[config.mk]
export PLATFORM = sky130hd
export DESIGN_NAME = poly_pmul_ctrl_flat
export DESIGN_NICKNAME = d
export VERILOG_FILES = /design/src/rtl/poly_pmul_ctrl_if.sv /design/src/rtl/poly_pmul_ctrl.sv /design/src/flat_wrapper.sv
export SDC_FILE = /design/constraint.sdc
export NUM_CORES = 1
export LEC_CHECK = 0
export ABC_AREA = 1
export BUFFER_PORTS_ARGS = -buffer_cell sky130_fd_sc_hd__buf_2
export CAP_MARGIN = 40
export CORE_MARGIN = 5
export CORE_UTILIZATION = 54
export DETAILED_ROUTE_END_ITERATION = 10
export HOLD_SLACK_MARGIN = 0.15
export PLACE_DENSITY = 0.89
export SLEW_MARGIN = 20
export SYNTH_ARGS = -nofsm -noshare
export SYNTH_HDL_FRONTEND = slang
export SYNTH_SLANG_ARGS = --single-unit
[constraint.sdc]
create_clock -name clk -period 3 [get_ports clk]
set_input_delay 0.6 -clock clk [delete_from_list [all_inputs] [get_ports clk]]
set_output_delay 0.6 -clock clk [all_outputs]
set_load 0.01 [all_outputs]
[src/rtl/poly_pmul_ctrl_if.sv]
// Bus between the pointwise-multiply sequencer and its coefficient memories,
// the K-2RED reducer and the result memory.
interface poly_pmul_ctrl_if #(
    parameter int AW = 8
);
    logic          start;
    logic          busy;
    logic          done;
    logic [AW-1:0] rd_addr;
    logic [11:0]   a_rdata;
    logic [11:0]   b_rdata;
    logic [23:0]   prod;
    logic [11:0]   red_in;
    logic          wr_en;
    logic [AW-1:0] wr_addr;
    logic [11:0]   wr_data;

    // The sequencer is the bus master: it owns addresses, product and writes.
    modport master (
        input  start, a_rdata, b_rdata, red_in,
        output busy, done, rd_addr, prod, wr_en, wr_addr, wr_data
    );

    modport slave (
        output start, a_rdata, b_rdata, red_in,
        input  busy, done, rd_addr, prod, wr_en, wr_addr, wr_data
    );
endinterface

[src/rtl/poly_pmul_ctrl.sv]
// Kyber pointwise multiply sequencer: streams a*b into the 2-cycle K-2RED
// reducer and writes each reduced coefficient back, one coefficient per clock.
module poly_pmul_ctrl #(
    parameter int N  = 256,
    parameter int AW = 8
) (
    input logic              clk,
    input logic              rst,
    poly_pmul_ctrl_if.master bus_if
);
    localparam logic [AW-1:0] LAST_ADDR = AW'(N - 1);
    localparam int            DLY       = 4;

    typedef enum logic [1:0] {IDLE, RUN, DRAIN, DONE} state_e;

    state_e          state_q, state_d;
    logic [AW-1:0]   rd_addr_q, rd_addr_d;
    logic            issue_vld_q, issue_vld_d;
    logic            busy_q, busy_d;
    logic            done_q, done_d;
    logic [23:0]     prod_q, prod_d;
    logic [DLY-1:0]  dly_vld_q, dly_vld_d;
    logic [AW-1:0]   dly_addr_q [DLY];
    logic [AW-1:0]   dly_addr_d [DLY];
    logic            wr_en_q, wr_en_d;
    logic [AW-1:0]   wr_addr_q, wr_addr_d;
    logic [11:0]     wr_data_q, wr_data_d;
    logic            drained;

    // Pass is finished only once nothing is in flight and the final write has retired.
    assign drained = !issue_vld_q && (dly_vld_q == '0) && !wr_en_q;

    always_comb begin
        state_d     = state_q;
        rd_addr_d   = rd_addr_q;
        issue_vld_d = 1'b0;
        busy_d      = busy_q;
        done_d      = 1'b0;
        case (state_q)
            IDLE: begin
                if (bus_if.start) begin
                    state_d     = RUN;
                    rd_addr_d   = '0;
                    issue_vld_d = 1'b1;
                    busy_d      = 1'b1;
                end
            end
            RUN: begin
                if (rd_addr_q == LAST_ADDR) begin
                    state_d = DRAIN;
                end else begin
                    rd_addr_d   = rd_addr_q + 1'b1;
                    issue_vld_d = 1'b1;
                end
            end
            DRAIN: begin
                if (drained) begin
                    state_d = DONE;
                    done_d  = 1'b1;
                    busy_d  = 1'b0;
                end
            end
            DONE: begin
                state_d = IDLE;
            end
            default: begin
                state_d = IDLE;
                busy_d  = 1'b0;
            end
        endcase
    end

    // Delay line stage k holds the read issued k+1 cycles ago; its tail meets red_in.
    always_comb begin
        prod_d = prod_q;
        if (state_q != IDLE) begin
            prod_d = 24'(bus_if.a_rdata) * 24'(bus_if.b_rdata);
        end
        dly_vld_d     = {dly_vld_q[DLY-2:0], issue_vld_q};
        dly_addr_d[0] = rd_addr_q;
        for (int i = 1; i < DLY; i++) begin
            dly_addr_d[i] = dly_addr_q[i-1];
        end
        wr_en_d   = dly_vld_q[DLY-1];
        wr_addr_d = dly_addr_q[DLY-1];
        wr_data_d = bus_if.red_in;
    end

    always_ff @(posedge clk or posedge rst) begin
        if (rst) begin
            state_q     <= IDLE;
            rd_addr_q   <= '0;
            issue_vld_q <= 1'b0;
            busy_q      <= 1'b0;
            done_q      <= 1'b0;
            prod_q      <= '0;
            dly_vld_q   <= '0;
            for (int i = 0; i < DLY; i++) begin
                dly_addr_q[i] <= '0;
            end
            wr_en_q     <= 1'b0;
            wr_addr_q   <= '0;
            wr_data_q   <= '0;
        end else begin
            state_q     <= state_d;
            rd_addr_q   <= rd_addr_d;
            issue_vld_q <= issue_vld_d;
            busy_q      <= busy_d;
            done_q      <= done_d;
            prod_q      <= prod_d;
            dly_vld_q   <= dly_vld_d;
            for (int i = 0; i < DLY; i++) begin
                dly_addr_q[i] <= dly_addr_d[i];
            end
            wr_en_q     <= wr_en_d;
            wr_addr_q   <= wr_addr_d;
            wr_data_q   <= wr_data_d;
        end
    end

    assign bus_if.busy    = busy_q;
    assign bus_if.done    = done_q;
    assign bus_if.rd_addr = rd_addr_q;
    assign bus_if.prod    = prod_q;
    assign bus_if.wr_en   = wr_en_q;
    assign bus_if.wr_addr = wr_addr_q;
    assign bus_if.wr_data = wr_data_q;

endmodule

[src/flat_wrapper.sv]
// flat-port wrapper written by rule: the top's interface ports become plain ports
module poly_pmul_ctrl_flat 
#(
    parameter int N  = 256,
    parameter int AW = 8
)
  (clk, rst, bus_if_start, bus_if_a_rdata, bus_if_b_rdata, bus_if_red_in, bus_if_busy, bus_if_done, bus_if_rd_addr, bus_if_prod, bus_if_wr_en, bus_if_wr_addr, bus_if_wr_data);
  poly_pmul_ctrl_if #(.AW(AW)) bus_if_i ();
  input logic clk;
  input logic rst;
  input wire logic [$bits(bus_if_i.start)-1:0] bus_if_start;
  input wire logic [$bits(bus_if_i.a_rdata)-1:0] bus_if_a_rdata;
  input wire logic [$bits(bus_if_i.b_rdata)-1:0] bus_if_b_rdata;
  input wire logic [$bits(bus_if_i.red_in)-1:0] bus_if_red_in;
  output wire logic [$bits(bus_if_i.busy)-1:0] bus_if_busy;
  output wire logic [$bits(bus_if_i.done)-1:0] bus_if_done;
  output wire logic [$bits(bus_if_i.rd_addr)-1:0] bus_if_rd_addr;
  output wire logic [$bits(bus_if_i.prod)-1:0] bus_if_prod;
  output wire logic [$bits(bus_if_i.wr_en)-1:0] bus_if_wr_en;
  output wire logic [$bits(bus_if_i.wr_addr)-1:0] bus_if_wr_addr;
  output wire logic [$bits(bus_if_i.wr_data)-1:0] bus_if_wr_data;
  assign bus_if_i.start = bus_if_start;
  assign bus_if_i.a_rdata = bus_if_a_rdata;
  assign bus_if_i.b_rdata = bus_if_b_rdata;
  assign bus_if_i.red_in = bus_if_red_in;
  assign bus_if_busy = bus_if_i.busy;
  assign bus_if_done = bus_if_i.done;
  assign bus_if_rd_addr = bus_if_i.rd_addr;
  assign bus_if_prod = bus_if_i.prod;
  assign bus_if_wr_en = bus_if_i.wr_en;
  assign bus_if_wr_addr = bus_if_i.wr_addr;
  assign bus_if_wr_data = bus_if_i.wr_data;
  poly_pmul_ctrl #(.N(N), .AW(AW)) u_core (.clk(clk), .rst(rst), .bus_if(bus_if_i));
endmodule
# Yosys cells after proc, flatten, opt, wreduce, memory -nomap -nowiden
# Index checks and enable logic that the tools add are counted.
# totals
reg_bits	94
out_inout_bits	55
word_cells	51
# classes
addsub	1
multipliers	1
eq_ne	8
muxes	15
n_reduce_logical	12
# ops
cell	n
$mul 12x12->24	1
$mux 8	2
$pmux 8 s2	1
$reduce_and 3->1	3
$add 8x1->8 const B	1
$eq 8x8->1 const B	1
$pmux 2 s4	1
$mux 1	6
$mux 2	3
$reduce_bool 2->1	3
$eq 2x2->1 const B	2
$logic_not 4->1	1
$ne 2x1->1 const B	2
$ne 2x2->1 const B	2
$pmux 1 s2	2
$eq 2x1->1 const B	1
$logic_and 1x1->1	2
$logic_not 1->1	2
$logic_not 2->1	1

# Logic depth before layout (Yosys ltp)
# Gate-level depths: netlist of the first run.
# logic_depth
ltp_word	5
depth_mapped	22

# Worst setup path before layout of the first run
# No wires, ideal clock.
# synth_timing
path_type	input-to-reg
from	input port bus_if_a_rdata[5]
to	register u_core.prod_q[19] (netlist: u_core.bus_if.prod[19])
arrival_ns	4.726
t_required_ns	2.883
setup_slack_ns	-1.844
path_stages	19
path_buffers	1
cell_sequence	clkbuf_1 nand2_1 fa_1 inv_1 fa_1 fa_1 fa_1 inv_1 fa_1 inv_1 ha_1 nand2_1 inv_1 a21oi_1 nor2_1 nor2_1 nand3b_1 nand3_1 nand2_1
# synth_between
elab_chain_cells	1
# synth_rtl
element	line	text
start: declaration	flat_wrapper.sv:12	input wire logic [$bits(bus_if_i.a_rdata)-1:0] bus_if_a_rdata;
$mul 12x12->24	poly_pmul_ctrl.sv:77	prod_d = 24'(bus_if.a_rdata) * 24'(bus_if.b_rdata);
end signal: assignment	poly_pmul_ctrl.sv:110	prod_q <= prod_d;
end: declaration	poly_pmul_ctrl.sv:21	logic [23:0] prod_q, prod_d;
# Every way passes these cells.
# A chain may end at the register's enable or synchronous reset.

# Final worst setup path of the first run
# layout_timing
from	input port bus_if_a_rdata[5]
to	register u_core.prod_q[16] (netlist: u_core.bus_if.prod[16])
# Same word-level chain as after synthesis.

==> results.rst, run 1 <==
.. list-table::
   :header-rows: 1

   * - Metric
     - Value
   * - Net count reported at finish
     - between 1000 and 1500
   * - Initial core utilization
     - a little under three fifths
   * - Upper clock frequency limit
     - 200.9 MHz
   * - Share of the clock period used by the worst path
     - 165.9%
   * - Final-report hold violation count
     - 0
   * - Post-synth design cell area
     - between 8000 and 9000 sq um
   * - P&R area growth vs syn
     - 34.19%
   * - Die Footprint
     - around 18000 sq um
   * - Skew-Pair Late Insertion Delay
     - 0.34 ns
   * - Vias
     - between 8000 and 9000
   * - Post-layout minimum cycle time
     - roughly 5 ns
   * - DRT antenna net count
     - 0
   * - Max Cap Violations
     - 0
   * - Share of post-route cells with drive strength above 1
     - 35.00%
   * - Longest Clk Path Bufs
     - 2
   * - Post-synthesis sequential area ratio
     - between 20% and 30%
   * - CTS buffer count
     - 9
   * - Worst slew slack as a fraction of its limit
     - around two thirds
   * - Aggregate global routing overflow
     - 0
   * - Fill cells
     - between 700 and 800
   * - Setup crit start kind
     - input pin
   * - Wire length per cell after detailed routing
     - 24.72 um
   * - Placeable core region
     - approximately 15000 sq um
   * - Detailed-placement wirelength estimate
     - 16420 um
   * - CTS tree
     - built
   * - Final setup viols
     - 19
   * - Wire length of the first global-routing pass
     - roughly 43000 um
   * - Worst Path Arrival
     - around 5.2 ns
   * - Violation count after the first detailed-route iteration
     - 1480
   * - Final std cell area, no fill
     - 10870 sq um
   * - Status
     - complete, but fails checks
   * - Mean instance size in the synthesized netlist
     - about 8.4 sq um
   * - Final Max Slew Viols
     - 0
   * - Routed wire length on met2
     - between 10000 and 15000 um
   * - Total number of clock tree sinks
     - 94
   * - Cell Area, Placed
     - approximately 9600 sq um
   * - Routability congestion estimate from global placement
     - just over 0.9
   * - Endpoint kind of the worst setup timing path
     - flip-flop
   * - Setup repair after global routing missed its margin
     - true
   * - Number of global-route vias before repair
     - ~8500
   * - Placement row count
     - 44
   * - Via-to-Cell Ratio
     - about 6.3
   * - Data required time at the worst endpoint
     - approximately 3.2 ns
   * - DRT met1 WL
     - just under 10000 um
   * - Sum of met3 wire segment lengths after detailed routing
     - a little over 4000 um
   * - Worst Max-Slew Pin Slew
     - about 0.50 ns
   * - Input/output buffers
     - 93
   * - Horizontal extent of the die
     - ~130 um
   * - Maximum number of pins on one net before global-route repair
     - 95
   * - Post-synthesis net count
     - approximately 1200
   * - Cell variety after synth
     - 31
   * - Maximum fanout along the worst path
     - 7
   * - Top layer in use
     - met4
   * - Synthesized instance count
     - between 900 and 1000
   * - Initial antenna violation count
     - 0
   * - H-tree depth reported by CTS
     - 3
   * - DRC
     - 0
   * - Die outline height
     - 132.5 um
   * - Number of synthesized register bits
     - 94
   * - Drt first pass iters
     - 7
   * - Violations in the final reports
     - setup timing
   * - Clock root buffer master
     - sky130_fd_sc_hd__clkbuf_16
   * - All-Layer GR Usage
     - 30.49%
   * - Register clock-pin slew on the reported worst setup and hold paths
     - about 0.07 ns
   * - Final worst-path setup slack
     - -1.977 ns
   * - Routed Wire Length
     - between 30000 and 40000 um
   * - Critical setup path kind
     - input pin to flip-flop
   * - Worst min-delay path category
     - flip-flop to flip-flop
   * - Number of synthesis warnings
     - 0
   * - Final antenna diode count
     - 0
   * - Largest clock skew in the final design
     - ~0.0084 ns
   * - Ports
     - 94
[synthesized netlist by cell type, drive strengths merged]
master / n / area [sq um]
fa: 100 / 2002
nor2: 32 / 122.6
xor2: 4 / 35.03
inv: 230 / 863.3
clkinv: 1 / 8.760
buf: 11 / 76.31
dfrtp: 94 / 2352
o21ai: 19 / 106.4
nor3: 3 / 20.02
xnor2: 4 / 35.03
nand4: 4 / 25.02
o21bai: 1 / 7.510
nand2: 301 / 1145
nand3b: 7 / 52.55
nand3: 38 / 195.2
and2: 2 / 12.51
a21oi: 17 / 85.08
clkbuf: 27 / 101.4
ha: 66 / 825.8
or2: 5 / 31.28
[layout make-up]
class	count	area [sq um]	share of cell area, %
clock buffer	9	225.2	2.071
clock inverter	7	95.09	0.8746
inverter	231	888.4	8.170
multi-input combinational	603	5572	51.24
sequential	94	2352	21.63
tap	184	230.2	2.117
timing repair buffer	196	1510	13.89
[worst max-delay path: stages]
cell	delay, ns
sky130_fd_sc_hd__buf_12	0.10
sky130_fd_sc_hd__buf_6	0.10
sky130_fd_sc_hd__nand2_4	0.06
sky130_fd_sc_hd__fa_1	0.54
sky130_fd_sc_hd__inv_1	0.05
sky130_fd_sc_hd__fa_2	0.36
sky130_fd_sc_hd__fa_1	0.54
sky130_fd_sc_hd__fa_1	0.62
sky130_fd_sc_hd__inv_1	0.08
sky130_fd_sc_hd__fa_1	0.60
sky130_fd_sc_hd__inv_2	0.09
sky130_fd_sc_hd__ha_4	0.35
sky130_fd_sc_hd__nand2_4	0.09
sky130_fd_sc_hd__buf_4	0.14
sky130_fd_sc_hd__nor2_2	0.11
sky130_fd_sc_hd__nand2_1	0.09
sky130_fd_sc_hd__nand2_4	0.11
sky130_fd_sc_hd__nand2_2	0.09
sky130_fd_sc_hd__nand2_1	0.19
sky130_fd_sc_hd__nand2_1	0.07
sky130_fd_sc_hd__nand3_1	0.11
sky130_fd_sc_hd__nand2_1	0.07
[layer usage]
layer,track usage (%),up-vias
li1,-,3157
met1,32.05,3891
met2,53.63,941
met3,6.834,401
met4,22.11,0
met5,0,-
[cells by family (layout without fill, tap and decap cells)]
family / Yosys count / count (layout) / synth area share, %
simple gates: 392 / 392 / 19.80
buf+inv: 269 / 443 / 12.96
fa+ha+maj: 166 / 166 / 34.90
xor+xnor: 8 / 8 / 0.8646
compound gates: 37 / 37 / 2.455
flops: 94 / 94 / 29.03
[timing repair]
item	CTS	global route
cloned	0	0
hold buffers	0	0
pin swaps	72	52
setup endpoints to repair	20	19
buffers inserted	8	8
resized for setup	149	94
[worst paths after layout]
| path | to | slack (ns) | depth (start not counted) | startpoint |
|---|---|---|---|---|
| min reg2reg | u_core.wr_addr_d[4] | 0.35 | 0 | u_core.dly_addr_d[4] |
| max in group asynchronous | u_core.bus_if.prod[19] | 2.24 | 3 | rst |
| min | u_core.wr_addr_d[4] | 0.35 | 0 | u_core.dly_addr_d[4] |
| max reg2reg | u_core.bus_if.rd_addr[6] | 0.75 | 11 | u_core.state_q[1] |
| max | u_core.bus_if.prod[16] | -1.98 | 22 | bus_if_a_rdata[5] |
| min in group asynchronous | u_core.bus_if.wr_data[4] | 0.37 | 3 | rst |
[cells in the final DEF, fill, tap and decap left out, drive strengths merged]
| cell type | Yosys | layout |
|---|---|---|
| bufinv | 0 | 2 |
| nand4 | 4 | 4 |
| dfrtp | 94 | 94 |
| xnor2 | 4 | 4 |
| clkinv | 1 | 3 |
| nand2 | 301 | 301 |
| ha | 66 | 66 |
| nor2 | 32 | 32 |
| or2 | 5 | 5 |
| buf | 11 | 194 |
| and2 | 2 | 2 |
| clkinvlp | 0 | 2 |
| o21bai | 1 | 1 |
| nand3b | 7 | 7 |
| clkbuf | 27 | 11 |
| a21oi | 17 | 17 |
| xor2 | 4 | 4 |
| fa | 100 | 100 |
| nor3 | 3 | 3 |
| nand3 | 38 | 38 |
| o21ai | 19 | 19 |
| inv | 230 | 231 |
[state kept, by name, indices dropped and copies added, names as in the netlist]
signal                 cells
u_core.bus_if.prod        24
u_core.wr_addr_d           8
u_core.state_q             2
u_core.dly_vld_q           4
u_core.bus_if.wr_addr      8
u_core.issue_vld_q         1
u_core.bus_if.rd_addr      8
u_core.bus_if.done         1
u_core.bus_if.wr_en        1
u_core.bus_if.wr_data     12
u_core.bus_if.busy         1
u_core.dly_addr_d         24
[through the flow]
step	hold slack [ns]	util [%]	TNS [ns]	worst slack (ns)	instances
global placement	0.3314	65.51	-29.66	-1.752	1294
floorplan	0.3312	-	-22.30	-1.457	966
finish	0.3537	74.25	-29.75	-1.977	1324
CTS	0.3454	71.49	-22.86	-1.440	1318
global route	0.3581	74.25	-31.85	-2.134	1324
detailed placement	0.3347	65.51	-32.03	-1.891	1294
Power of run 1 is not shown: default switching activity piles up to over one toggle a cycle in this logic, so the estimate is an artifact.
==> run 2: changes to the inputs <==
--- a/config.mk
+++ b/config.mk
@@ -9,10 +9,10 @@
 export BUFFER_PORTS_ARGS = -buffer_cell sky130_fd_sc_hd__buf_2
 export CAP_MARGIN = 40
 export CORE_MARGIN = 5
-export CORE_UTILIZATION = 54
+export CORE_UTILIZATION = 55
 export DETAILED_ROUTE_END_ITERATION = 10
 export HOLD_SLACK_MARGIN = 0.15
-export PLACE_DENSITY = 0.89
+export PLACE_DENSITY = 0.87
 export SLEW_MARGIN = 20
 export SYNTH_ARGS = -nofsm -noshare
 export SYNTH_HDL_FRONTEND = slang
==> constraint.sdc (replaced) <==
create_clock -name clk -period 4.8 [get_ports clk]
set_input_delay 0.96 -clock clk [delete_from_list [all_inputs] [get_ports clk]]
set_output_delay 0.96 -clock clk [all_outputs]
set_load 0.01 [all_outputs]
==> run 2 against run 1 <==
- the run still ends with setup timing left
- final cell count shrank 2.3%
- count of clock-buffer cells in the layout stayed put
- flip-flop and latch count stayed put
==> results.rst, run 2 (same netlist as run 1, synthesis figures left out) <==
.. list-table::
   :header-rows: 1

   * - Metric
     - Value
   * - Wire length of the first global-routing pass
     - about 34000 um
   * - Setup WS pre-CTS
     - -0.4067 ns
   * - Maximum number of pins on one net before global-route repair
     - 52
   * - CTS buffer count
     - 9
   * - Net count reported at finish
     - ~1300
   * - End point of the worst hold path
     - u_core.dly_addr_d[7]
   * - Input/output buffers
     - a little over 90
   * - Power per standard cell area
     - 786.7 nW/um^2
   * - Status
     - complete, but fails checks
   * - Via-to-Cell Ratio
     - ~5.6
   * - Vias
     - between 7000 and 8000
   * - Combined flip-flop and latch cell area
     - 2352 sq um
   * - Skew-Pair Late Insertion Delay
     - approximately 0.35 ns
   * - Hold Path Stages
     - 0
   * - Share of post-route cells with drive strength above 1
     - about 26%
   * - H-tree depth reported by CTS
     - 3
   * - Highest cell delay on the worst timing path
     - approximately 0.54 ns
   * - Final hold slack
     - about 0.34 ns
   * - All-Layer GR Usage
     - 23.58%
   * - Maximum vdd ir drop
     - 0.5836 mV
   * - Final std cell area, no fill
     - 10100 sq um
   * - P_sw
     - roughly 4.0 mW
   * - Endpoint kind of the worst setup timing path
     - flip-flop
   * - Clock root buffer master
     - sky130_fd_sc_hd__clkbuf_16
   * - Number of cells on the worst reg-to-reg path
     - 10
   * - Setup crit start kind
     - input pin
   * - Final Max Slew Viols
     - 0
   * - Combined area of the multi-input logic cells
     - ~5200 sq um
   * - Routability congestion estimate from global placement
     - between 0.8 and 0.9
   * - Worst min-delay path category
     - flip-flop to flip-flop
   * - Leakage power
     - between 5 and 6 nW
   * - Maximum fanout along the worst path
     - 8
   * - Initial antenna violation count
     - 1
   * - Placement row count
     - 44
   * - DRC
     - 0
   * - Placeable core region
     - 14480 sq um
   * - R2R Path End
     - u_core.bus_if.rd_addr[2]
   * - Most frequent standard cell in the layout excluding fill and tap cells
     - sky130_fd_sc_hd__nand2_1
   * - Register clock-pin slew on the reported worst setup and hold paths
     - around 0.07 ns
   * - Sequential share of power
     - between 10% and 20%
   * - Fill cells
     - slightly above 900
   * - Data required time at the worst endpoint
     - 5.09 ns
   * - Clock share of power
     - about a tenth
   * - Routed Wire Length
     - ~24000 um
   * - Proportion of power drawn by combinational gates
     - about three quarters
   * - Worst Path Arrival
     - around 5.3 ns
   * - Largest clock skew in the final design
     - about 0.008 ns
   * - Switching power share of the total
     - 49.73%
   * - DRT antenna net count
     - 0
   * - Longest Clk Path Bufs
     - 2
   * - Worst slew slack as a fraction of its limit
     - 49.59%
   * - Worst Max-Slew Pin Slew
     - around 0.76 ns
   * - Crit-path slowest cell
     - sky130_fd_sc_hd__fa_1
   * - Aggregate global routing overflow
     - 0
   * - Violation count after the first detailed-route iteration
     - ~710
   * - Origin of the critical flop-to-flop path
     - u_core.state_q[0]
   * - Die outline height
     - 131.4 um
   * - Wire length per cell after detailed routing
     - between 15 and 20 um
   * - Die Footprint
     - between 15000 and 20000 sq um
   * - Total number of clock tree sinks
     - between 90 and 100
   * - Internal power consumption
     - roughly 4 mW
   * - Max Cap Violations
     - 0
   * - Final setup viols
     - 13
   * - Setup repair after global routing missed its margin
     - true
   * - Register-to-Register Setup Slack
     - about 2.9 ns
   * - Horizontal extent of the die
     - roughly 130 um
   * - P&R area growth vs syn
     - 24.61%
   * - Upper clock frequency limit
     - 199.4 MHz
   * - Hold_sp
     - u_core.dly_addr_d[15]
   * - Final worst-path setup slack
     - -0.2159 ns
   * - Number of global-route vias before repair
     - roughly 7300
   * - Ports
     - 94
   * - Violations in the final reports
     - setup timing
   * - Critical setup path kind
     - input pin to flip-flop
   * - Most frequent cells in the layout
     - sky130_fd_sc_hd__nand2_1, sky130_fd_sc_hd__inv_1, sky130_fd_sc_hd__fa_1, sky130_fd_sc_hd__dfrtp_1
   * - Crit-path most repeated cell
     - sky130_fd_sc_hd__fa_1
   * - CTS tree
     - built
   * - Detailed-placement wirelength estimate
     - 14960 um
   * - Post-layout minimum cycle time
     - 5.016 ns
   * - Cells along the critical path
     - buf_4 > nand2_1 > inv_1 > fa_1 > inv_2 > fa_1 > inv_1 > fa_1 > fa_1 > inv_1 > fa_1 > inv_2 > ha_4 > nand2_4 > nor2_4 > nand2_2 > nor2_1 > nand2_1 > nand4_1 > nand3_1 > nand2_1
   * - Initial core utilization
     - between 50% and 60%
   * - Drt first pass iters
     - 7
   * - Final-report hold violation count
     - 0
   * - Cell Area, Placed
     - 9258 sq um
   * - Share of the clock period used by the worst path
     - 104.5%
-- run 2: layer usage --
metal | wire (um) | share of wire [%] | up-vias | GRT usage (%)
met4 | 1813 | 7.5 | 0 | 8.114
li1 | - | - | 3094 | -
met2 | 12290 | 51 | 477 | 43.14
met3 | 1912 | 7.9 | 192 | 4.587
met5 | 0 | 0 | - | 0
met1 | 8165 | 34 | 3504 | 27.63
-- run 2: area by class of cell --
type / instances / area share [%]
clock inverters: 7 / 1.190
clock buffers: 9 / 2.230
diodes: 1 / 0.02478
well taps: 184 / 2.280
repair buffers: 165 / 11.20
multi-input cells: 603 / 51.08
flip-flops and latches: 94 / 23.30
inverters: 231 / 8.699
-- run 2: worst max-delay path: cells and delay by family --
kind                       cells  cell delay, ns
and+or+nand+nor                9            1.05
adders and majority gates      6            2.85
buffers and inverters          6            0.44
-- run 2: repair_timing --
| item | in CTS | in global routing |
|---|---|---|
| pin swaps | 16 | 42 |
| buffers inserted | 3 | 5 |
| setup endpoints to repair | 10 | 13 |
| hold buffers | 0 | 0 |
| resized for setup | 36 | 68 |
| cloned | 0 | 1 |
-- run 2: power groups by stage --
stage | logic [mW] | registers [mW] | clock network [mW]
finish | 5.97 | 1.15 | 0.819
detailed placement | 4.49 | 1.14 | 0
global placement | 4.33 | 1.12 | 0
floorplan | 3.08 | 1.17 | 0
CTS | 4.82 | 1.14 | 0.815
global route | 6.39 | 1.17 | 0.857
-- run 2: worst max-delay path by stage --
stage	from	endpoint	depth (start not counted)
2_1_floorplan	bus_if_a_rdata[5]	u_core.bus_if.prod[13]	20
3_3_place_gp	bus_if_a_rdata[5]	u_core.bus_if.prod[22]	19
3_5_place_dp	bus_if_a_rdata[5]	u_core.bus_if.prod[19]	20
4_1_cts	bus_if_b_rdata[3]	u_core.bus_if.prod[20]	21
5_1_grt	bus_if_a_rdata[3]	u_core.bus_if.prod[23]	22
6_report	bus_if_a_rdata[3]	u_core.bus_if.prod[23]	21
-- run 2: stage by stage --
step                       TNS [ns]  cells  total power [mW]  util (%)
after CTS                 -0.003700   1287             6.769     67.29
after floorplan            -0.01474    966             4.249         -
after detailed placement     -4.654   1268             5.631     63.94
final                       -0.9591   1294             7.943     69.74
after global routing         -2.210   1294             8.414     69.74
after global placement       -3.312   1268             5.453     63.94
(Power assumes the default switching activity.)
==> run 3: changes to the inputs <==
--- a/config.mk
+++ b/config.mk
@@ -11,6 +11,7 @@
 export CORE_MARGIN = 5
 export CORE_UTILIZATION = 55
 export DETAILED_ROUTE_END_ITERATION = 10
+export GPL_TIMING_DRIVEN = 0
 export HOLD_SLACK_MARGIN = 0.15
 export PLACE_DENSITY = 0.87
 export SLEW_MARGIN = 20
==> run 3 against run 2 <==
- the run still ends with setup timing left
- first-iteration DRC count rose by 35%
- sequential power barely moved
- clock skew shrank 0.0018 ns
- sequential share of layout area decreased by 0.54 points
- flip-flop and latch count stayed put
- non-clock buffer count up 13
- maximum frequency is 2.9% lower
- critical path type unchanged
- largest power group unchanged
- highest routed layer unchanged
==> results.rst, run 3 (same netlist as run 1, synthesis figures left out) <==
.. list-table::
   :header-rows: 1

   * - Metric
     - Value
   * - Status
     - complete, but fails checks
   * - Violations in the final reports
     - setup timing
   * - Setup crit start kind
     - input pin
   * - Worst min-delay path category
     - flip-flop to flip-flop
   * - Worst slew slack as a fraction of its limit
     - 57.93%
   * - H-tree depth reported by CTS
     - 3
   * - P&R area growth vs syn
     - 27.55%
   * - Internal power consumption
     - ~3.8 mW
   * - Setup WS pre-CTS
     - -0.5982 ns
   * - Final worst-path setup slack
     - -0.3658 ns
   * - Crit-path slowest cell
     - sky130_fd_sc_hd__fa_1
   * - Upper clock frequency limit
     - between 150 and 200 MHz
   * - Sequential share of power
     - roughly 14%
   * - Ports
     - 94
   * - Placement row count
     - 44
   * - Combined flip-flop and latch cell area
     - ~2400 sq um
   * - Wire length per cell after detailed routing
     - 19.93 um
   * - Final cell count without fillers
     - around 1300
   * - Cells along the critical path
     - buf_2 > buf_8 > nand2_2 > inv_1 > fa_1 > inv_1 > fa_2 > fa_1 > fa_1 > fa_1 > inv_2 > ha_4 > nand2_8 > inv_4 > a21oi_4 > nand3_2 > or2_1 > nand3_1 > nand2_1
   * - Maximum number of pins on one net before global-route repair
     - 64
   * - Switching power share of the total
     - between 50% and 60%
   * - Final-report hold violation count
     - 0
   * - Die outline height
     - around 130 um
   * - DRT antenna net count
     - 0
   * - Power per standard cell area
     - roughly 770 nW/um^2
   * - P_sw
     - approximately 4.1 mW
   * - Vias
     - about 7500
   * - Longest Clk Path Bufs
     - 2
   * - All-Layer GR Usage
     - about a quarter
   * - Horizontal extent of the die
     - around 130 um
   * - Routed Wire Length
     - approximately 26000 um
   * - Input/output buffers
     - 93
   * - Placeable core region
     - ~14000 sq um
   * - Final antenna diode count
     - 0
   * - Wire length of the first global-routing pass
     - 35260 um
   * - Most frequent cells in the layout
     - sky130_fd_sc_hd__nand2_1, sky130_fd_sc_hd__inv_1, sky130_fd_sc_hd__dfrtp_1, sky130_fd_sc_hd__fa_1, sky130_fd_sc_hd__buf_2
   * - Max Cap Violations
     - 0
   * - Critical setup path kind
     - input pin to flip-flop
   * - Final core utilization
     - a little under three quarters
   * - Clock share of power
     - 9.4%
   * - CTS tree
     - built
   * - Initial core utilization
     - 55.96%
   * - CTS buffer count
     - 9
   * - Total number of clock tree sinks
     - 94
   * - Number of global-route vias before repair
     - around 7400
   * - Skew-Pair Late Insertion Delay
     - about 0.35 ns
   * - Detailed-placement wirelength estimate
     - between 10000 and 15000 um
   * - Aggregate global routing overflow
     - 0
   * - Total negative slack for setup checks
     - -3.018 ns
   * - Maximum fanout along the worst path
     - 6
   * - Routability congestion estimate from global placement
     - 0.9153
   * - Endpoint kind of the worst setup timing path
     - flip-flop
   * - Drt first pass iters
     - 8
   * - Post-layout minimum cycle time
     - between 5 and 6 ns
   * - Clock root buffer master
     - sky130_fd_sc_hd__clkbuf_16
   * - Hold buffer count at cts
     - 0
   * - Share of the clock period used by the worst path
     - 107.6%
   * - Data required time at the worst endpoint
     - 5.02 ns
   * - Proportion of power drawn by combinational gates
     - 76.2%
   * - Final hold slack
     - between 0.3 and 0.4 ns
   * - Share of post-route cells with drive strength above 1
     - 27.99%
   * - Leakage power
     - ~6 nW
   * - Largest clock skew in the final design
     - between 0.006 and 0.007 ns
   * - Maximum vdd ir drop
     - a little over 0.6 mV
   * - Most frequent standard cell in the layout excluding fill and tap cells
     - sky130_fd_sc_hd__nand2_1
   * - Fill cells
     - just under 900
   * - Worst Path Arrival
     - ~5.4 ns
   * - Placed cell count
     - ~1200
   * - Violation count after the first detailed-route iteration
     - around 960
   * - Crit-path most repeated cell
     - sky130_fd_sc_hd__fa_1
   * - Net count reported at finish
     - around 1300
   * - Initial antenna violation count
     - 0
   * - Setup repair after global routing missed its margin
     - true
   * - Final setup viols
     - 13
   * - Highest cell delay on the worst timing path
     - about 0.60 ns
   * - Die Footprint
     - about 17000 sq um
   * - Final Max Slew Viols
     - 0
   * - DRC
     - 0
   * - Combined area of the multi-input logic cells
     - roughly 5200 sq um
   * - Worst Max-Slew Pin Slew
     - ~0.63 ns
   * - Via-to-Cell Ratio
     - a little under 6
   * - Register clock-pin slew on the reported worst setup and hold paths
     - around 0.07 ns
-- run 3: final cells by class --
cell class | instances | area share, %
flip-flops and latches | 94 | 22.76
inverters | 231 | 8.487
plain buffers | 31 | 3.414
multi-input cells | 603 | 50.23
clock buffers | 9 | 2.179
well taps | 184 | 2.228
clock inverters | 7 | 0.7990
repair buffers | 147 | 9.903
-- run 3: timing repair --
| action | in CTS | in global routing |
|---|---|---|
| setup buffers | 23 | 27 |
| setup endpoints to repair | 13 | 15 |
| gates resized for setup | 43 | 134 |
| pin swaps | 28 | 63 |
| cloned | 3 | 0 |
-- run 3: through the flow --
step	instance area, sq um	power [mW]
after floorplan	8381	4.249
after global placement	9076	5.047
after detailed placement	9106	5.188
after CTS	9759	6.319
final	10330	7.911
after global routing	10330	8.351
-- run 3: worst max-delay path, delay by kind of cell --
family | cells | cell delay [ns]
AO/OA/AOI/OAI | 1 | 0.20
adder cells (fa/ha/maj) | 6 | 2.83
buffers and inverters | 6 | 0.60
AND/OR/NAND/NOR | 6 | 0.78
-- run 3: final timing paths --
path / start / end / slack (ns) / cells past startpoint
min in group asynchronous: rst / u_core.bus_if.wr_addr[4] / 0.62 / 2
max in group asynchronous: rst / u_core.bus_if.rd_addr[1] / 3.54 / 3
worst min register to register: u_core.wr_addr_d[6] / u_core.bus_if.wr_addr[6] / 0.35 / 0
worst max register to register: u_core.state_q[1] / u_core.bus_if.prod[13] / 2.75 / 7
worst min-delay path: u_core.wr_addr_d[6] / u_core.bus_if.wr_addr[6] / 0.35 / 0
worst max-delay path: bus_if_b_rdata[8] / u_core.bus_if.prod[13] / -0.37 / 19
-- run 3: layer usage --
| metal | vias up | wire, um | global-route usage [%] |
|---|---|---|---|
| met4 | 0 | 2279 | 12.23 |
| li1 | 3115 | - | - |
| met3 | 244 | 2542 | 5.161 |
| met2 | 622 | 12450 | 42.61 |
| met1 | 3542 | 8752 | 29.50 |
| met5 | - | 0 | 0 |
-- run 3: power by group through the flow --
stage	clock (mW)	sequential (mW)	combinational (mW)
after floorplan	0	1.17	3.08
after global placement	0	1.12	3.93
after detailed placement	0	1.13	4.06
after CTS	0.731	1.13	4.46
after global routing	0.773	1.16	6.42
final	0.743	1.14	6.03
